--- src/rtl/scene_renderer_if.sv ---
// Bundle between the scene renderer and its surroundings: latched game state
// in, sprite ROM port, and the pixel stream to the colour decoder.
interface scene_renderer_if #(
    parameter int N_DOORS   = 4,
    parameter int N_PLAYERS = 2,
    parameter int ROM_AW    = 16
);
    logic [N_DOORS-1:0]     door_open_mask;
    logic [2*N_PLAYERS-1:0] player_pos;
    logic [2*N_PLAYERS-1:0] lives;
    logic                   resume;
    logic                   time_up;
    logic [ROM_AW-1:0]      rom_addr;
    logic [3:0]             rom_data;
    logic [3:0]             color_idx;
    logic                   hsync;
    logic                   vsync;
    logic                   video_on;
    logic                   frame_start;

    // Renderer side.
    modport master (
        input  door_open_mask, player_pos, lives, resume, time_up, rom_data,
        output rom_addr, color_idx, hsync, vsync, video_on, frame_start
    );

    // Game logic / ROM / display side.
    modport slave (
        output door_open_mask, player_pos, lives, resume, time_up, rom_data,
        input  rom_addr, color_idx, hsync, vsync, video_on, frame_start
    );
endinterface

--- src/rtl/scene_renderer.sv ---
// 800x525 raster generator and scene composer (lives row, door row, player
// sprites) with a 3-stage pipeline around one synchronous sprite ROM.
module scene_renderer #(
    parameter int         N_DOORS      = 4,
    parameter int         N_PLAYERS    = 2,
    parameter int         MAX_LIVES    = 3,
    parameter int         DOOR_W       = 112,
    parameter int         DOOR_H       = 156,
    parameter int         HEART_W      = 22,
    parameter int         HEART_H      = 20,
    parameter int         PLAYER_W     = 24,
    parameter int         PLAYER_H     = 30,
    parameter int         SCENE_X      = 240,
    parameter int         HEART_Y      = 100,
    parameter int         DOOR_Y       = 162,
    parameter int         PLAYER_Y     = 320,
    parameter int         LIVES_PITCH  = 382,
    parameter int         PLAYER_X0    = 16,
    parameter int         PLAYER_PITCH = 56,
    parameter logic [3:0] BG_IDX       = 4'hE,
    parameter logic [3:0] TRANSP_IDX   = 4'hF
) (
    input logic               clk,
    input logic               reset,
    scene_renderer_if.master  bus
);
    localparam int DOOR_WORDS  = DOOR_W * DOOR_H;
    localparam int OPEN_BASE   = DOOR_WORDS;
    localparam int HEART_BASE  = 2 * DOOR_WORDS;
    localparam int PLAYER_BASE = HEART_BASE + HEART_W * HEART_H;
    localparam int ROM_WORDS   = PLAYER_BASE + N_PLAYERS * PLAYER_W * PLAYER_H;
    localparam int ROM_AW      = $clog2(ROM_WORDS);
    localparam logic [1:0] LIVES_CAP = (MAX_LIVES > 3) ? 2'd3 : 2'(MAX_LIVES);

    logic [9:0] x_q, y_q, x_d, y_d;
    logic       frame_edge;
    int         xi, yi;

    logic [N_DOORS-1:0]   mask_q;
    logic                 open_q;
    logic [1:0]           lives_q [N_PLAYERS];
    logic [1:0]           pos_q   [N_PLAYERS];
    logic [N_PLAYERS-1:0] vis_q;

    logic       hit_d, act_d;
    int         addr_d;
    logic       hit1_q, act1_q, hs1_q, vs1_q;
    logic       hit2_q, act2_q, hs2_q, vs2_q;
    logic [3:0] color_d;

    function automatic logic in_box(int px, int py, int x0, int y0, int w, int h);
        return (px >= x0) && (px < x0 + w) && (py >= y0) && (py < y0 + h);
    endfunction

    assign xi         = int'(x_q);
    assign yi         = int'(y_q);
    assign frame_edge = (x_q == 10'd0) && (y_q == 10'd0);
    // Gated with reset so the pulse stays low while reset is held.
    assign bus.frame_start = reset & frame_edge;

    // Raster counter next state: x wraps at 800, y steps on x wrap and wraps at 525.
    always_comb begin
        x_d = x_q + 10'd1;
        y_d = y_q;
        if (x_q == 10'd799) begin
            x_d = 10'd0;
            y_d = (y_q == 10'd524) ? 10'd0 : y_q + 10'd1;
        end
    end

    // Raster counter registers.
    always_ff @(posedge clk or negedge reset) begin
        if (!reset) begin
            x_q <= 10'd0;
            y_q <= 10'd0;
        end else begin
            x_q <= x_d;
            y_q <= y_d;
        end
    end

    // Shadow game state, loaded once per frame so the picture never tears.
    always_ff @(posedge clk or negedge reset) begin
        if (!reset) begin
            mask_q <= '0;
            open_q <= 1'b0;
            vis_q  <= '0;
            for (int p = 0; p < N_PLAYERS; p++) begin
                lives_q[p] <= 2'd0;
                pos_q[p]   <= 2'd0;
            end
        end else if (frame_edge) begin
            mask_q <= bus.door_open_mask;
            open_q <= bus.time_up & ~bus.resume;
            for (int p = 0; p < N_PLAYERS; p++) begin
                lives_q[p] <= (bus.lives[2*p +: 2] > LIVES_CAP) ? LIVES_CAP : bus.lives[2*p +: 2];
                pos_q[p]   <= bus.player_pos[2*p +: 2];
                vis_q[p]   <= int'(bus.player_pos[2*p +: 2]) < N_DOORS;
            end
        end
    end

    // Region hit test; evaluated lowest priority first so later matches win.
    always_comb begin
        hit_d  = 1'b0;
        addr_d = 0;
        act_d  = (xi >= 144) && (xi < 784) && (yi >= 35) && (yi < 515);
        for (int p = N_PLAYERS - 1; p >= 0; p--) begin
            for (int k = MAX_LIVES - 1; k >= 0; k--) begin
                if (k < int'(lives_q[p]) && in_box(xi, yi,
                        SCENE_X + p * LIVES_PITCH + k * HEART_W, HEART_Y, HEART_W, HEART_H)) begin
                    hit_d  = 1'b1;
                    addr_d = HEART_BASE + (yi - HEART_Y) * HEART_W
                           + (xi - (SCENE_X + p * LIVES_PITCH + k * HEART_W));
                end
            end
        end
        for (int d = N_DOORS - 1; d >= 0; d--) begin
            if (in_box(xi, yi, SCENE_X + d * DOOR_W, DOOR_Y, DOOR_W, DOOR_H)) begin
                hit_d  = 1'b1;
                addr_d = ((mask_q[d] && open_q) ? OPEN_BASE : 0)
                       + (yi - DOOR_Y) * DOOR_W + (xi - (SCENE_X + d * DOOR_W));
            end
        end
        for (int p = N_PLAYERS - 1; p >= 0; p--) begin
            if (vis_q[p] && in_box(xi, yi,
                    SCENE_X + int'(pos_q[p]) * DOOR_W + PLAYER_X0 + p * PLAYER_PITCH,
                    PLAYER_Y, PLAYER_W, PLAYER_H)) begin
                hit_d  = 1'b1;
                addr_d = PLAYER_BASE + p * PLAYER_W * PLAYER_H
                       + (yi - PLAYER_Y) * PLAYER_W
                       + (xi - (SCENE_X + int'(pos_q[p]) * DOOR_W + PLAYER_X0 + p * PLAYER_PITCH));
            end
        end
    end

    // S1/S2: ROM address (held when nothing is hit) and delayed control flags.
    always_ff @(posedge clk or negedge reset) begin
        if (!reset) begin
            bus.rom_addr <= '0;
            hit1_q <= 1'b0;
            act1_q <= 1'b0;
            hs1_q  <= 1'b1;
            vs1_q  <= 1'b1;
            hit2_q <= 1'b0;
            act2_q <= 1'b0;
            hs2_q  <= 1'b1;
            vs2_q  <= 1'b1;
        end else begin
            if (hit_d) begin
                bus.rom_addr <= ROM_AW'(addr_d);
            end
            hit1_q <= hit_d;
            act1_q <= act_d;
            hs1_q  <= (x_q >= 10'd96);
            vs1_q  <= (y_q >= 10'd2);
            hit2_q <= hit1_q;
            act2_q <= act1_q;
            hs2_q  <= hs1_q;
            vs2_q  <= vs1_q;
        end
    end

    // S3 colour select: blank, background, transparent-to-background, or sprite.
    always_comb begin
        color_d = 4'h0;
        if (act2_q) begin
            color_d = (hit2_q && bus.rom_data != TRANSP_IDX) ? bus.rom_data : BG_IDX;
        end
    end

    // S3 output registers, all aligned 3 clocks after the counter.
    always_ff @(posedge clk or negedge reset) begin
        if (!reset) begin
            bus.color_idx <= 4'h0;
            bus.hsync     <= 1'b1;
            bus.vsync     <= 1'b1;
            bus.video_on  <= 1'b0;
        end else begin
            bus.color_idx <= color_d;
            bus.hsync     <= hs2_q;
            bus.vsync     <= vs2_q;
            bus.video_on  <= act2_q;
        end
    end
endmodule
--- src/flat_wrapper.sv ---
// flat-port wrapper written by rule: the top's interface ports become plain ports
module scene_renderer_flat 
#(
    parameter int         N_DOORS      = 4,
    parameter int         N_PLAYERS    = 2,
    parameter int         MAX_LIVES    = 3,
    parameter int         DOOR_W       = 112,
    parameter int         DOOR_H       = 156,
    parameter int         HEART_W      = 22,
    parameter int         HEART_H      = 20,
    parameter int         PLAYER_W     = 24,
    parameter int         PLAYER_H     = 30,
    parameter int         SCENE_X      = 240,
    parameter int         HEART_Y      = 100,
    parameter int         DOOR_Y       = 162,
    parameter int         PLAYER_Y     = 320,
    parameter int         LIVES_PITCH  = 382,
    parameter int         PLAYER_X0    = 16,
    parameter int         PLAYER_PITCH = 56,
    parameter logic [3:0] BG_IDX       = 4'hE,
    parameter logic [3:0] TRANSP_IDX   = 4'hF
)
  (clk, reset, bus_door_open_mask, bus_player_pos, bus_lives, bus_resume, bus_time_up, bus_rom_data, bus_rom_addr, bus_color_idx, bus_hsync, bus_vsync, bus_video_on, bus_frame_start);
  scene_renderer_if #(.N_DOORS(N_DOORS), .N_PLAYERS(N_PLAYERS)) bus_i ();
  input logic clk;
  input logic reset;
  input wire logic [$bits(bus_i.door_open_mask)-1:0] bus_door_open_mask;
  input wire logic [$bits(bus_i.player_pos)-1:0] bus_player_pos;
  input wire logic [$bits(bus_i.lives)-1:0] bus_lives;
  input wire logic [$bits(bus_i.resume)-1:0] bus_resume;
  input wire logic [$bits(bus_i.time_up)-1:0] bus_time_up;
  input wire logic [$bits(bus_i.rom_data)-1:0] bus_rom_data;
  output wire logic [$bits(bus_i.rom_addr)-1:0] bus_rom_addr;
  output wire logic [$bits(bus_i.color_idx)-1:0] bus_color_idx;
  output wire logic [$bits(bus_i.hsync)-1:0] bus_hsync;
  output wire logic [$bits(bus_i.vsync)-1:0] bus_vsync;
  output wire logic [$bits(bus_i.video_on)-1:0] bus_video_on;
  output wire logic [$bits(bus_i.frame_start)-1:0] bus_frame_start;
  assign bus_i.door_open_mask = bus_door_open_mask;
  assign bus_i.player_pos = bus_player_pos;
  assign bus_i.lives = bus_lives;
  assign bus_i.resume = bus_resume;
  assign bus_i.time_up = bus_time_up;
  assign bus_i.rom_data = bus_rom_data;
  assign bus_rom_addr = bus_i.rom_addr;
  assign bus_color_idx = bus_i.color_idx;
  assign bus_hsync = bus_i.hsync;
  assign bus_vsync = bus_i.vsync;
  assign bus_video_on = bus_i.video_on;
  assign bus_frame_start = bus_i.frame_start;
  scene_renderer #(.N_DOORS(N_DOORS), .N_PLAYERS(N_PLAYERS), .MAX_LIVES(MAX_LIVES), .DOOR_W(DOOR_W), .DOOR_H(DOOR_H), .HEART_W(HEART_W), .HEART_H(HEART_H), .PLAYER_W(PLAYER_W), .PLAYER_H(PLAYER_H), .SCENE_X(SCENE_X), .HEART_Y(HEART_Y), .DOOR_Y(DOOR_Y), .PLAYER_Y(PLAYER_Y), .LIVES_PITCH(LIVES_PITCH), .PLAYER_X0(PLAYER_X0), .PLAYER_PITCH(PLAYER_PITCH), .BG_IDX(BG_IDX), .TRANSP_IDX(TRANSP_IDX)) u_core (.clk(clk), .reset(reset), .bus(bus_i));
endmodule
--- config.mk ---
export PLATFORM = sky130hd
export DESIGN_NAME = scene_renderer_flat
export DESIGN_NICKNAME = d
export VERILOG_FILES = /design/src/rtl/scene_renderer_if.sv /design/src/rtl/scene_renderer.sv /design/src/flat_wrapper.sv
export SDC_FILE = /design/constraint.sdc
export NUM_CORES = 1
export LEC_CHECK = 0
export BUFFER_PORTS_ARGS = -buffer_cell sky130_fd_sc_hd__buf_2
export CORE_MARGIN = 8
export CORE_UTILIZATION = 65
export CTS_BUF_LIST = sky130_fd_sc_hd__clkbuf_2 sky130_fd_sc_hd__clkbuf_4 sky130_fd_sc_hd__clkbuf_8
export DETAILED_ROUTE_END_ITERATION = 10
export HOLD_SLACK_MARGIN = 0.06
export PLACE_DENSITY_LB_ADDON = 0.1
export SYNTH_ARGS = -nofsm -noshare
export SYNTH_HDL_FRONTEND = slang
export SYNTH_SLANG_ARGS = --single-unit
--- constraint.sdc ---
create_clock -name clk -period 12.2 [get_ports clk]
set_clock_uncertainty 0.15 [all_clocks]
set_input_delay 0.61 -clock clk [delete_from_list [all_inputs] [get_ports clk]]
set_output_delay 0.61 -clock clk [all_outputs]
set_load 0.01 [all_outputs]
==> Word-level counts from Yosys, hierarchy flattened <==
Index checks and enable logic that the tools add are counted.
{ "word_totals": {"reg_bits": 65, "latch_bits": 0, "ram_bits": 0, "mem_bits_ro": 0, "output_inout_bits": 24, "memories": 0} }
{ "classes": {"add_sub_neg": 42, "mul": 5, "div_mod_pow": 0, "n_lt_le_gt_ge": 42, "eq_ne": 3, "shifts": 0, "muxes": 34, "n_bitwise": 3, "reduce_logical": 55} }
{ "ops": {"columns": ["op", "n"], "rows": [
  ["2-to-1 mux 16 bit", 12],
  ["adder 16 x 11 -> 16 bit", 10],
  ["adder 32 x 6 -> 32 bit (second input constant)", 4],
  ["adder 16 bit", 6],
  ["< comparator 10 x 9 -> 1 bit (second input constant)", 7],
  ["adder 9 x 32 -> 32 bit (first input constant)", 2],
  [">= comparator 11 x 32 -> 1 bit", 2],
  ["< comparator 11 x 32 -> 1 bit", 2],
  ["< comparator 10 bit (second input constant)", 6],
  ["2-to-1 mux 15 bit", 4],
  ["subtractor 10 x 9 -> 11 bit (second input constant)", 5],
  ["logical AND 1 bit", 53],
  [">= comparator 10 x 9 -> 1 bit (second input constant)", 5],
  ["adder 16 bit (first input constant)", 3],
  ["subtractor 10 x 10 -> 11 bit (second input constant)", 4],
  [">= comparator 10 bit (second input constant)", 4],
  ["adder 32 x 7 -> 32 bit (second input constant)", 1],
  ["subtractor 11 x 16 -> 16 bit", 2],
  [">= comparator 10 x 8 -> 1 bit (second input constant)", 3],
  ["subtractor 10 x 8 -> 11 bit (second input constant)", 2],
  ["adder 10 x 1 -> 10 bit (second input constant)", 2],
  ["== test 10 bit (second input constant)", 2],
  [">= comparator 10 x 7 -> 1 bit (second input constant)", 2],
  ["logical NOT 10 bit", 2],
  ["other kinds (18)", 39]
]} }

==> Logic depth before layout (Yosys ltp) <==
Gate-level depths: netlist (run 1).
{ "logic_depth": {"ltp_word": 17, "depth_mapped": 28, "ltp_nobuf": 27} }

==> Least setup slack after synthesis (run 1) <==
Ideal clock, no wire load.
{ "synth_timing": {"kind": "register to register", "startpoint": "register u_core.y_q[4]", "endpoint": "register u_core.bus.rom_addr[15]", "setup_time_ns": 0.129, "arrival_ns": 5.907, "slack_ns": 6.014, "path_stages_with_launch": 28, "path_buffers": 1, "period_less_slack_ns": 6.186, "cell_sequence": "dfrtp_1 > inv_1 > ha_1 > a21bo_1 > buf_4 > nand2_1 > xnor2_1 > ha_1 > inv_1 > fa_1 > inv_1 > ha_1 > or3_2 > o32a_2 > and2_1 > xor2_1 > ha_1 > a21o_1 > a21o_1 > a41o_1 > a21oi_1 > o21ai_0 > a21o_1 > a21oi_1 > xnor3_1 > a221oi_2 > a22o_1 > a31oi_1"} }
{ "synth_between": {"elab_chain_cells": 16, "word_cells_on_any_way": 87, "classes_between": "add/sub (22); mul (3); order compare (6); mux (24); reduce/logical (32)"} }
{ "synth_rtl": {"columns": ["item", "line_no", "text"], "rows": [
  ["from (decl)", "scene_renderer.sv:35", "logic [9:0] x_q, y_q, x_d, y_d;"],
  ["from (signal assigned)", "scene_renderer.sv:78", "y_q <= y_d;"],
  ["subtractor 10 x 7 -> 11 bit or >= comparator 10 x 7 -> 1 bit (tied branches)", "scene_renderer.sv:113, scene_renderer.sv:52", null],
  ["multiplier 11 x 5 -> 15 bit or logical AND 1 bit (tied branches)", "scene_renderer.sv:113, scene_renderer.sv:52", null],
  ["adder 16 bit or logical AND 1 bit (tied branches)", "scene_renderer.sv:113, scene_renderer.sv:52", null],
  ["adder 16 x 11 -> 16 bit or logical AND 1 bit (tied branches)", "scene_renderer.sv:114, scene_renderer.sv:110", null],
  ["2-to-1 mux 16 bit or 2-to-1 mux 1 bit (tied branches) (6 in series)", "scene_renderer.sv:110", "if (k < int'(lives_q[p]) && in_box(xi, yi,"],
  ["2-to-1 mux 16 bit or 2-to-1 mux 1 bit (tied branches) (4 in series)", "scene_renderer.sv:119", "if (in_box(xi, yi, SCENE_X + d * DOOR_W, DOOR_Y, DOOR_W, DOOR_H)) begin"],
  ["2-to-1 mux 16 bit or 2-to-1 mux 1 bit (tied branches) (2 in series)", "scene_renderer.sv:126", "if (vis_q[p] && in_box(xi, yi,"],
  ["to (signal assigned)", "scene_renderer.sv:151", "bus.rom_addr <= ROM_AW'(addr_d);"],
  ["to (decl)", "scene_renderer_if.sv:24", "output rom_addr, color_idx, hsync, vsync, video_on, frame_start"]
]} }
Parallel ways exist; a longest one is shown, timed or not.
A chain may end at the register's enable or synchronous reset.

==> Final worst setup path (run 1) <==
{ "layout_timing": {"startpoint": "register u_core.y_q[7]", "endpoint": "register u_core.bus.rom_addr[14]"} }
Same word-level chain as after synthesis.

==> results of run 1 <==
## worst max-delay path by stage
stage,from,endpoint,slack [ns],cells after the start
after floorplan,u_core.y_q[4],u_core.bus.rom_addr[15],6.01,27
after global placement,u_core.y_q[3],u_core.bus.rom_addr[15],5.00,26
after detailed placement,u_core.y_q[7],u_core.bus.rom_addr[14],4.78,25
after CTS,u_core.y_q[7],u_core.bus.rom_addr[14],4.76,25
after global routing,u_core.y_q[7],u_core.bus.rom_addr[14],4.12,25
final,u_core.y_q[7],u_core.bus.rom_addr[14],4.70,25
## sequential cells by signal, indices dropped and copies added, names as in the netlist, 4 cells and up
register              cells
u_core.x_q               10
u_core.bus.color_idx      4
u_core.bus.rom_addr      16
u_core.y_q               10
u_core.pos_q              4
u_core.mask_q             4
u_core.lives_q            4
## cell families after synthesis
logic type,synth area share
AO/OA/AOI/OAI,0.234
buffers and inverters,0.0649
flip-flops,0.104
XOR/XNOR,0.137
AND/OR/NAND/NOR,0.131
multiplexers,0.00838
adder cells (fa/ha/maj),0.320
## power by group
| group | switching (mW) | internal (mW) | total (mW) |
|---|---|---|---|
| clock | 0.115 | 0.122 | 0.237 |
| combinational | 0.0512 | 0.0402 | 0.0914 |
| sequential | 0.00263 | 0.218 | 0.220 |
## worst register-to-register path, delay by kind of cell, from the launching register on
family / cells / cell delay, ns
buffers and inverters: 4 / 0.50
AND/OR/NAND/NOR: 3 / 0.61
flip-flops: 1 / 0.71
XOR/XNOR: 4 / 1.61
AO/OA/AOI/OAI: 9 / 2.11
adder cells (fa/ha/maj): 5 / 1.76
## synthesized netlist by cell type, types with 5 or more instances
cell	n	area, µm²
a211oi_1	16	120
a21boi_0	12	90.1
a21o_1	42	315
a21oi_1	153	766
a221o_1	6	60.1
a221oi_1	16	140
a31o_2	9	78.8
a31oi_1	22	138
and2_1	7	43.8
and3_1	20	125
clkbuf_1	38	143
dfrtp_1	59	1480
dfstp_2	6	158
fa_1	50	1000
ha_1	321	4020
inv_1	219	822
mux2_2	8	90.1
nand2_1	116	435
nand2b_1	25	156
nand3_1	37	185
nand3b_1	5	37.5
nand4_1	11	68.8
nor2_1	99	372
nor2b_1	25	156
nor3_1	29	145
o211ai_1	17	128
o21a_1	28	210
o21ai_0	119	596
o21bai_1	19	143
o221ai_1	11	96.3
o22ai_1	13	81.3
o31a_1	5	43.8
o31ai_1	7	52.6
o41ai_1	6	52.6
or2_2	10	62.6
or3_1	10	62.6
xnor2_1	167	1460
xor2_1	69	604
## per-layer routing
metal | share of wire | vias up
met3 | 0.10 | 197
li1 | - | 6894
met2 | 0.44 | 817
met1 | 0.41 | 7155
met4 | 0.052 | 6
met5 | 0.00079 | -
## layout make-up
type                            count  area (µm²)
Multi-Input combinational cell   1597       13000
Fill cell                        2069        7570
Sequential cell                    65        1630
Inverter                          223         837
Tap cell                          324         405
Timing Repair Buffer               57         323
Clock buffer                       10         138
Clock inverter                      6        90.1
==> results.sh, run 1 <==
export IMPL_clock_latency_ns=0.38
export IMPL_slowest_delay_ns=0.72
export IMPL_hold_violations=0
export IMPL_cts_setup_buffers=0
export IMPL_drv_slew=0
export IMPL_synthDistinctLibCells=99
export IMPL_finalSetupViolations=0
export IMPL_r2r_end="u_core.bus.rom_addr[14]"
export IMPL_htree_levels=3
export IMPL_cts_clk_slew_worst_paths_ns=0.10
export IMPL_ys_warnings_count=0
export IMPL_status="completed"
export IMPL_hold_ws_ns=0.202
export IMPL_antenna_cells=0
export IMPL_cts_tree="yes"
export IMPL_dpl_worst_slack_ns=4.78
export IMPL_cpMaxStageDelayCell="xnor2_1"
export IMPL_mostFrequentLayoutCell="ha_1"
export IMPL_grt_use_met1=0.462
export IMPL_grt_pass1_wl_mm=81.5
export IMPL_gp_congestion=1.03
export IMPL_worst_path_buf_inv=4
export IMPL_die_w_um=171
export IMPL_hold_path_depth=0
export IMPL_crit_fanout=13
export IMPL_post_synth_cell_area_avg_um2=8.12
export IMPL_initial_utilization=0.652
export IMPL_numCtsBuffers=9
export IMPL_synth_top_flop_cell="dfrtp_1"
export IMPL_grt_use_met3=0.0744
export IMPL_area_growth_pct=5.02
export IMPL_layout_nets=2344
export IMPL_netlist_area_um2=15700
export IMPL_p_per_area_nw_per_um2=33.3
export IMPL_r2r_slack_ns=4.70
export IMPL_ys_seq_area_frac=0.104
export IMPL_relSlewSlack=0.158
export IMPL_regToRegStartpoint="u_core.y_q[7]"
export IMPL_min_period_over_period=0.615
export IMPL_critical_path_arrival_ns=7.66
export IMPL_synth_edff_count=0
export IMPL_grt_pass1_vias=14700
export IMPL_endpoint_kind="register"
export IMPL_final_core_util=0.685
export IMPL_place_hpwl_mm=41.5
export IMPL_antenna_found_initial=5
export IMPL_most_common_layout_cells="321 x ha_1, 219 x inv_1, 167 x xnor2_1, 153 x a21oi_1, 119 x o21ai_0"
export IMPL_ant_nets=0
export IMPL_synth_seq_cells=65
export IMPL_wirelength_mm=52.2
export IMPL_use_met2=0.566
export IMPL_grt_overflow=0
export IMPL_stdcell_count=2282
export IMPL_dr_first_iter_drc_count=1537
export IMPL_holdPathEnd="u_core.vs2_q"
export IMPL_postSynthCellCount=1931
export IMPL_hold_class="reg -> reg"
export IMPL_clock_path_buffers=2
export IMPL_start_kind="register"
export IMPL_drive_above_1_share=0.0669
export IMPL_fin_crit_ns=7.50
export IMPL_rsz0062_at_grt="false"
export IMPL_cts_root_buf="clkbuf_8"
export IMPL_busiest_layer="met2"
export IMPL_worstPathRequired_ns=12.36
export IMPL_post_route_drc_count=0
export IMPL_avgRoutedWirePerCell_um=22.9
export IMPL_dr_pass1_iters=5
export IMPL_grt_max_degree=66
export IMPL_place_area_um2=16200
export IMPL_portBuffers=43
export IMPL_clock_sinks=65
export IMPL_dp_cells=2266
export IMPL_rows=57
export IMPL_syn_nets=2322
export IMPL_r2r_cells=25
export IMPL_num_vias=15100
export IMPL_die_area_um2=29400
export IMPL_setup_tns_final_ns=0
export IMPL_async_flop_share=1.00
export IMPL_via_per_inst=6.60
export IMPL_grt_use_total=0.358
export IMPL_p_leak_nw=7.94
export IMPL_worst_slew_pin_slew_ns=1.25
export IMPL_die_h_um=171
export IMPL_vdd_drop_max_mv=0.0549
export IMPL_hold_buffers=0
export IMPL_design_core_area_um2=24000
export IMPL_fmax_mhz=133
export IMPL_setup_ws_ns=4.70
export IMPL_drv_cap=0
export IMPL_critical_path_class="reg -> reg"
export IMPL_total_power_mw=0.549
export IMPL_ctsResizeCount=0
export IMPL_holdCritStartpoint="u_core.vs1_q"
export IMPL_io_pins=44
export IMPL_stdcell_area_um2=16500
export IMPL_crit_family="compound AO/OA/AOI/OAI gates"
Note: power is estimated with default switching activity, not from simulation.
==> run 2: changes to the inputs <==
==> constraint.sdc (replaced) <==
create_clock -name clk -period 7.75 [get_ports clk]
set_clock_uncertainty 0.15 [all_clocks]
set_input_delay 0.3875 -clock clk [delete_from_list [all_inputs] [get_ports clk]]
set_output_delay 0.3875 -clock clk [all_outputs]
set_load 0.01 [all_outputs]
==> results.sh, run 2 (same netlist as run 1, synthesis figures left out) <==
export IMPL_clock_path_buffers=2
export IMPL_seqCellArea_um2=1630
export IMPL_drv_cap=0
export IMPL_die_h_um=171
export IMPL_min_period_over_period=0.942
export IMPL_status="completed"
export IMPL_start_kind="register"
export IMPL_cpMaxStageDelayCell="xor2_1"
export IMPL_crit_start="u_core.y_q[3]"
export IMPL_cts_tree="yes"
export IMPL_die_area_um2=29400
export IMPL_p_per_area_nw_per_um2=52.0
export IMPL_final_core_util=0.691
export IMPL_crit_top_cell="ha_1"
export IMPL_cts_clk_slew_worst_paths_ns=0.09
export IMPL_hold_path_depth=3
export IMPL_gp_congestion=1.02
export IMPL_endpoint_kind="register"
export IMPL_cts_setup_buffers=0
export IMPL_share_comb_of_total_power=0.167
export IMPL_internal_power_mw=0.598
export IMPL_antenna_found_initial=2
export IMPL_vdd_drop_max_mv=0.0833
export IMPL_place_hpwl_mm=41.0
export IMPL_clock_latency_ns=0.40
export IMPL_drv_slew=0
export IMPL_drive_above_1_share=0.0729
export IMPL_holdPathEnd="u_core.pos_q[1]"
export IMPL_r2r_cells=26
export IMPL_p_leak_nw=8.02
export IMPL_area_growth_pct=5.90
export IMPL_setup_tns_final_ns=0
export IMPL_slowest_delay_ns=0.66
export IMPL_relSlewSlack=0.295
export IMPL_io_pins=44
export IMPL_finalSetupViolations=0
export IMPL_dr_first_iter_drc_count=1591
export IMPL_grt_max_degree=66
export IMPL_portBuffers=43
export IMPL_crit_family="compound AO/OA/AOI/OAI gates"
export IMPL_holdCritStartpoint="bus_player_pos[3]"
export IMPL_clock_sinks=65
export IMPL_total_power_mw=0.864
export IMPL_most_common_layout_cells="321 x ha_1, 219 x inv_1, 166 x xnor2_1, 153 x a21oi_1, 119 x o21ai_0"
export IMPL_regToRegStartpoint="u_core.y_q[3]"
export IMPL_worst_slew_pin_slew_ns=1.05
export IMPL_fmax_mhz=137
export IMPL_grt_use_total=0.353
export IMPL_top_register="u_core.bus.rom_addr"
export IMPL_multi_input_area_um2=13000
export IMPL_mostFrequentLayoutCell="ha_1"
export IMPL_avgRoutedWirePerCell_um=22.4
export IMPL_pwr_share_clk=0.432
export IMPL_layout_nets=2360
export IMPL_wirelength_mm=51.4
export IMPL_htree_levels=3
export IMPL_die_w_um=171
export IMPL_critical_path_arrival_ns=7.41
export IMPL_antenna_cells=0
export IMPL_hold_class="in -> reg"
export IMPL_fill_cells=2057
export IMPL_power_switching_mw=0.266
export IMPL_grt_pass1_vias=14800
export IMPL_post_route_drc_count=0
export IMPL_crit_fanout=8
export IMPL_grt_pass1_wl_mm=80.7
export IMPL_cts_root_buf="clkbuf_8"
export IMPL_rsz0062_at_grt="false"
export IMPL_via_per_inst=6.51
export IMPL_numCtsBuffers=9
export IMPL_p_sw_frac=0.308
export IMPL_critical_path_class="reg -> reg"
export IMPL_worstPathRequired_ns=7.85
export IMPL_hold_violations=0
export IMPL_largest_reg_flops=16
export IMPL_grt_overflow=0
export IMPL_r2r_end="u_core.bus.rom_addr[15]"
export IMPL_r2r_slack_ns=0.45
export IMPL_worst_path_buf_inv=3
export IMPL_dr_pass1_iters=7
export IMPL_num_vias=15000
export IMPL_rows=57
export IMPL_largestRegisters="u_core.bus.rom_addr: 16 flops, u_core.x_q: 10 flops, u_core.y_q: 10 flops"
export IMPL_pwr_share_seq=0.401
export IMPL_initial_utilization=0.652
export IMPL_ant_nets=0
export IMPL_fin_crit_ns=7.30
export IMPL_design_core_area_um2=24000
## run 2: power groups by stage
stage / Combinational [mW] / Sequential, mW / Clock (mW)
floorplan: 0.102 / 0.352 / 0
global placement: 0.135 / 0.353 / 0
detailed placement: 0.141 / 0.353 / 0
CTS: 0.143 / 0.347 / 0.369
global route: 0.162 / 0.347 / 0.382
finish: 0.144 / 0.347 / 0.373
## run 2: per-layer routing
metal | GRT usage | part of all wire
met1 | 0.456 | 0.41
met4 | 0.149 | 0.044
met2 | 0.562 | 0.44
met5 | 0.0104 | 0.0013
met3 | 0.0748 | 0.10
## run 2: per-stage QoR
stage | setup WS, ns | instance area (µm²) | instances | hold WS (ns)
2_1_floorplan | 1.56 | 15700 | 1931 | -0.0581
4_1_cts | 0.393 | 16600 | 2298 | 0.0602
5_1_grt | 0.00153 | 16600 | 2298 | 0.0628
3_3_place_gp | 0.597 | 16300 | 2278 | 0.192
6_report | 0.448 | 16600 | 2298 | 0.0551
3_5_place_dp | 0.502 | 16300 | 2278 | 0.187
## run 2: cell type report
| cell class | count | area share |
|---|---|---|
| clock buffers | 10 | 0.00829 |
| clock inverters | 6 | 0.00542 |
| inverters | 223 | 0.0504 |
| multi-input cells | 1597 | 0.786 |
| flip-flops and latches | 65 | 0.0984 |
| well taps | 324 | 0.0244 |
| repair buffers | 73 | 0.0273 |
## run 2: worst min-delay path, cell delays in order
cell and delay, ns:
buf_2 0.08, nand2_1 0.04, o21ai_0 0.06
## run 2: how the worst max path moves through the flow
| stage | endpoint | slack, ns | cells after the start |
|---|---|---|---|
| 6_report | u_core.bus.rom_addr[15] | 0.45 | 26 |
| 4_1_cts | u_core.bus.rom_addr[15] | 0.39 | 25 |
| 2_1_floorplan | u_core.bus.rom_addr[15] | 1.56 | 27 |
| 5_1_grt | u_core.bus.rom_addr[11] | 0.002 | 26 |
| 3_5_place_dp | u_core.bus.rom_addr[15] | 0.50 | 26 |
| 3_3_place_gp | u_core.bus.rom_addr[14] | 0.60 | 25 |
## run 2: timing repair
action                                  4_1_cts  5_1_grt
endpoints found under the setup margin        0        2
hold buffers                                  4        0
hold endpoints to repair                      3        0
resized for setup                             0        1
